**src/rtl/flappy_draw_engine.sv**
```systemverilog
// Rectangle sweep engine: paints the bird sprite or one wall column (with its
// fly-through gap) pixel by pixel into the VGA adapter, then pulses done.
module flappy_draw_engine #(
    parameter int          SCREEN_W    = 160,
    parameter int          SCREEN_H    = 120,
    parameter int          BIRD_W      = 4,
    parameter int          BIRD_H      = 4,
    parameter int          WALL_W      = 8,
    parameter int          GAP_H       = 30,
    parameter logic [2:0]  BIRD_COLOUR = 3'b110,
    parameter logic [2:0]  WALL_COLOUR = 3'b010,
    parameter logic [2:0]  BG_COLOUR   = 3'b000
) (
    input  logic       clk,
    input  logic       resetn,
    input  logic       req,
    input  logic       sel,
    input  logic       erase,
    input  logic [7:0] obj_x,
    input  logic [6:0] obj_y,
    input  logic [6:0] gap_y,
    output logic       busy,
    output logic       done,
    output logic [7:0] x,
    output logic [6:0] y,
    output logic [2:0] colour,
    output logic       plot
);

    localparam int CXW = $clog2(WALL_W + 1);
    localparam int CYW = $clog2(SCREEN_H + 1);

    typedef enum logic [1:0] {IDLE, LOAD, DRAW, DONE} state_t;

    state_t         state, state_nx;
    logic           l_sel, l_erase;
    logic [7:0]     l_x;
    logic [6:0]     l_y, l_gap, base;
    logic [CXW-1:0] w, cx;
    logic [CYW-1:0] h, cy;

    logic [8:0]     px;
    logic [7:0]     py, gap_hi;
    logic           in_gap, vis, last;
    logic [2:0]     pix_col;

    always_comb begin
        px      = {1'b0, l_x} + 9'(cx);
        py      = {1'b0, base} + 8'(cy);
        gap_hi  = {1'b0, l_gap} + 8'(GAP_H);
        in_gap  = !l_sel && (py >= {1'b0, l_gap}) && (py < gap_hi);
        vis     = (px < 9'(SCREEN_W)) && (py < 8'(SCREEN_H)) && !in_gap;
        last    = (cx == w - 1'b1) && (cy == h - 1'b1);
        pix_col = l_erase ? BG_COLOUR : (l_sel ? BIRD_COLOUR : WALL_COLOUR);
    end

    always_ff @(posedge clk or negedge resetn) begin
        if (!resetn) state <= IDLE;
        else         state <= state_nx;
    end

    always_comb begin
        state_nx = state;
        case (state)
            IDLE:    if (req) state_nx = LOAD;
            LOAD:    state_nx = DRAW;
            DRAW:    if (last) state_nx = DONE;
            DONE:    state_nx = IDLE;
            default: state_nx = IDLE;
        endcase
    end

    // busy and done are registered so that busy spans the done cycle and a
    // held req is re-accepted on the edge that closes it.
    always_ff @(posedge clk or negedge resetn) begin
        if (!resetn) begin
            l_sel   <= 1'b0;
            l_erase <= 1'b0;
            l_x     <= '0;
            l_y     <= '0;
            l_gap   <= '0;
            base    <= '0;
            w       <= '0;
            h       <= '0;
            cx      <= '0;
            cy      <= '0;
            busy    <= 1'b0;
            done    <= 1'b0;
            plot    <= 1'b0;
            x       <= '0;
            y       <= '0;
            colour  <= '0;
        end else begin
            case (state)
                IDLE: begin
                    done <= 1'b0;
                    busy <= req;
                    if (req) begin
                        l_sel   <= sel;
                        l_erase <= erase;
                        l_x     <= obj_x;
                        l_y     <= obj_y;
                        l_gap   <= gap_y;
                        cx      <= '0;
                        cy      <= '0;
                    end
                end
                LOAD: begin
                    if (l_sel) begin
                        w    <= CXW'(BIRD_W);
                        h    <= CYW'(BIRD_H);
                        base <= l_y;
                    end else begin
                        w    <= CXW'(WALL_W);
                        h    <= CYW'(SCREEN_H);
                        base <= '0;
                    end
                end
                DRAW: begin
                    plot <= vis;
                    if (vis) begin
                        x      <= px[7:0];
                        y      <= py[6:0];
                        colour <= pix_col;
                    end
                    if (cx == w - 1'b1) begin
                        cx <= '0;
                        cy <= cy + 1'b1;
                    end else begin
                        cx <= cx + 1'b1;
                    end
                end
                DONE: begin
                    plot <= 1'b0;
                    done <= 1'b1;
                end
                default: ;
            endcase
        end
    end

endmodule

```
**config.mk**
```make
export PLATFORM = sky130hd
export DESIGN_NAME = flappy_draw_engine
export DESIGN_NICKNAME = d
export VERILOG_FILES = /design/src/rtl/flappy_draw_engine.sv
export SDC_FILE = /design/constraint.sdc
export NUM_CORES = 1
export LEC_CHECK = 0
export ABC_AREA = 1
export BUFFER_PORTS_ARGS = -buffer_cell sky130_fd_sc_hd__buf_2
export CORE_AREA = 2 2 108 131
export DETAILED_ROUTE_END_ITERATION = 10
export DIE_AREA = 0 0 110 133
export GPL_TIMING_DRIVEN = 0
export HOLD_SLACK_MARGIN = 0.08
export MAX_ROUTING_LAYER = met4
export PLACE_DENSITY = 0.43
export RECOVER_POWER = 25
export SYNTH_ARGS = -nofsm -noshare
export SYNTH_HDL_FRONTEND = slang
export SYNTH_SLANG_ARGS = --single-unit
```
**constraint.sdc**
```tcl
create_clock -name clk -period 2.7 [get_ports clk]
set_input_delay 0.135 -clock clk [delete_from_list [all_inputs] [get_ports clk]]
set_output_delay 0.135 -clock clk [all_outputs]
set_load 0.05 [all_outputs]
```
==> reports/metrics.cfg <==
[min_path]
min_to=busy$_DFFE_PN0N_
worstHoldPathCells=4
hold_path.class=input port to flip-flop
hold_path_startpoint=req

[sta]
fin_skew_ns=0.00692
setup_viol=0
relSlewSlack=-0.115
min_period_over_period=0.979
setup_slack_ns=0.0576
layout_min_cycle_time_ns=2.64
hold_viol_final=0
slew_violations=67
fmax_mhz=378
worst_pin_slew_ns=1.67

[power]
peakVddDrop_mv=0.417
power_mw=6.53
p_leak_nw=2.58
cellPowerDensity_nw_per_um2=1270

[layout]
fin_util=0.383
final_common_cell=nand2_1
multiInputGateArea_um2=2120
drive_gt1_frac=0.182
diodes=0
num-nets-final=632
fillCellCount=1403
final_cell_mix=nand2_1, dfrtp_1, inv_1
final_area_um2=5160
fin_cells=744
register_area_um2=1650
syn2layout_area_growth_pct=31.1

[place]
numPortBuffers=46
pre_cts_ws_ns=-0.189
dpl-instance-area_um2=4380
dp_hpwl_um=7210
finalWeightedCongestion=0.799
place_inst=691

[critical_path]
start_kind=flip-flop
crit_arrival_ns=2.87
crit_fanout=5
r2r_cells=15
r2r_start=cy[0]$_DFFE_PN0P_
cp-end-kind=flip-flop
crit-reg2reg-capture=plot$_DFFE_PN0P_
crit_required_ns=2.93
crit_type=flip-flop to flip-flop
r2r_setup_slack_ns=0.06

[run_status]
status=complete, but fails checks
violations=capacitance limit, slew limit

[routing]
drc=0
drt_iter0_markers=142
wire_per_inst_um=13.2
vias=3330
drt_pass1_iterations=4
wl_um=9830
antenna_left=0
viasPerCell=4.48

[synthesis]
ys_seq_area_frac=0.420
synth_warnings=0
syn-cell-area_um2=3940
synthesis.nets=537
yosysUniqueCellTypes=38
syn_area_per_cell_um2=8.30
syn_inst=474
synth.ff_latch_count=66

[clock_tree]
clock-sinks=66
root_buffer=clkbuf_16
clk_pin_slew_ns=0.06
clockBufferDepth=2
cts_buffers=9
cts_tree=built
htreeDepth=3
clk_latency_ns=0.34

[die]
core_um2=13500
die_height_um=133
ioPinCount=48
die_area_um2=14600
initial_core_util=0.292
num_rows=47
dieWidth_um=110

[flow_run]
cap_violations=1

[global_routing]
grtUsageTotal=0.147
grt_pass1_wl_um=16100
antenna_found_initial=0
grt_pass1_vias=3281
overflow=0
grt_max_degree=67

registers in the layout, indices dropped and copies added (netlist names), 2 cells and up:
| name | flops |
|---|---|
| x | 8 |
| cy | 7 |
| y | 7 |
| base | 7 |
| l_x | 8 |
| cx | 4 |
| state | 2 |
| colour | 2 |
| l_y | 7 |
| l_gap | 7 |
metal layers:
| layer | GRT usage | vias up | wire, um |
|---|---|---|---|
| li1 | - | 1724 | - |
| met4 | 0.0549 | 0 | 154 |
| met1 | 0.176 | 1549 | 4360 |
| met5 | - | - | 0 |
| met3 | 0.0251 | 14 | 259 |
| met2 | 0.245 | 43 | 5060 |
cell usage after synthesis (all sizes together):
master    n  area share
a211o     1      0.0022
a21oi    32       0.045
and3      1      0.0016
buf       6       0.013
clkbuf    4      0.0038
clkinv    1     0.00095
conb      1     0.00095
dfrtp    66        0.42
fa        2       0.010
ha       34        0.11
inv      62       0.059
mux2      7       0.020
nand2   120        0.12
nand3    36       0.048
nand3b    6       0.011
nand4     9       0.014
nor2     42       0.045
nor3      4      0.0051
nor4      1      0.0016
o211ai    1      0.0019
o21a      3      0.0057
o21ai    19       0.027
o21bai    1      0.0019
o31ai     2      0.0038
or2       1      0.0016
xnor2     4      0.0089
xor2      8       0.018
what timing repair did:
item | 4_1_cts | 5_1_grt
pin swaps | 1 | 12
cloned | 0 | 1
hold buffers | 25 | 0
endpoints found under the setup margin | 18 | 18
resized for setup | 8 | 25
setup buffers | 2 | 10
endpoints found under the hold margin | 90 | 0
worst max-delay path, stage by stage (launching register included):
cell	delay, ns
dfrtp_1	0.41
ha_4	0.19
fa_2	0.46
nand2_2	0.10
nand3_1	0.09
nand2_2	0.09
nand2_4	0.08
ha_4	0.27
inv_1	0.04
o21bai_1	0.18
nor2_1	0.07
nand2_2	0.08
nand3_4	0.11
nand2_4	0.13
clkbuf_16	0.16
a21oi_2	0.04
cell type report:
class                   count  area share
plain buffers              10      0.0153
clock buffers              12      0.0478
clock inverters             3     0.00776
inverters                  63      0.0458
multi-input cells         335       0.411
flip-flops and latches     66       0.320
well taps                 171      0.0415
repair buffers             84       0.111
kinds of logic (layout without fill, tap and decap cells):
group / after synthesis / in the layout / share of synthesized area
flops: 66 / 66 / 0.420
mux: 7 / 7 / 0.0200
buf+inv: 73 / 172 / 0.0766
compound gates: 59 / 59 / 0.0881
fa+ha+maj: 36 / 36 / 0.118
simple gates: 220 / 220 / 0.250
xor+xnor: 12 / 12 / 0.0267
other cells: 1 / 1 / 0.000953
how the worst max path moves through the flow:
stage | startpoint | end | slack, ns | depth (start not counted)
5_1_grt | base[0]$_DFFE_PN0N_ | y[5]$_DFFE_PN0P_ | -0.06 | 15
3_5_place_dp | base[0]$_DFFE_PN0N_ | y[5]$_DFFE_PN0P_ | -0.19 | 14
3_3_place_gp | base[0]$_DFFE_PN0N_ | plot$_DFFE_PN0P_ | -0.13 | 13
2_1_floorplan | cy[0]$_DFFE_PN0P_ | y[1]$_DFFE_PN0P_ | 0.25 | 15
6_report | cy[0]$_DFFE_PN0P_ | plot$_DFFE_PN0P_ | 0.06 | 15
4_1_cts | cy[2]$_DFFE_PN0P_ | y[5]$_DFFE_PN0P_ | 0.02 | 18
metrics by stage:
step / setup TNS [ns] / hold WS [ns]
after floorplan: 0 / -0.161
after global placement: -1.69 / 0.369
after detailed placement: -2.50 / 0.328
after CTS: 0 / 0.188
after global routing: -0.772 / 0.208
final: 0 / 0.196
report_power, final:
part | internal [mW] | switching [mW] | leakage (nW)
combinational | 1.38 | 2.27 | 1.64
clock | 0.732 | 0.427 | 0.142
sequential | 1.43 | 0.296 | 0.798
total | 3.54 | 3.00 | 2.58
No activity file was read; power rests on OpenSTA's default activity.
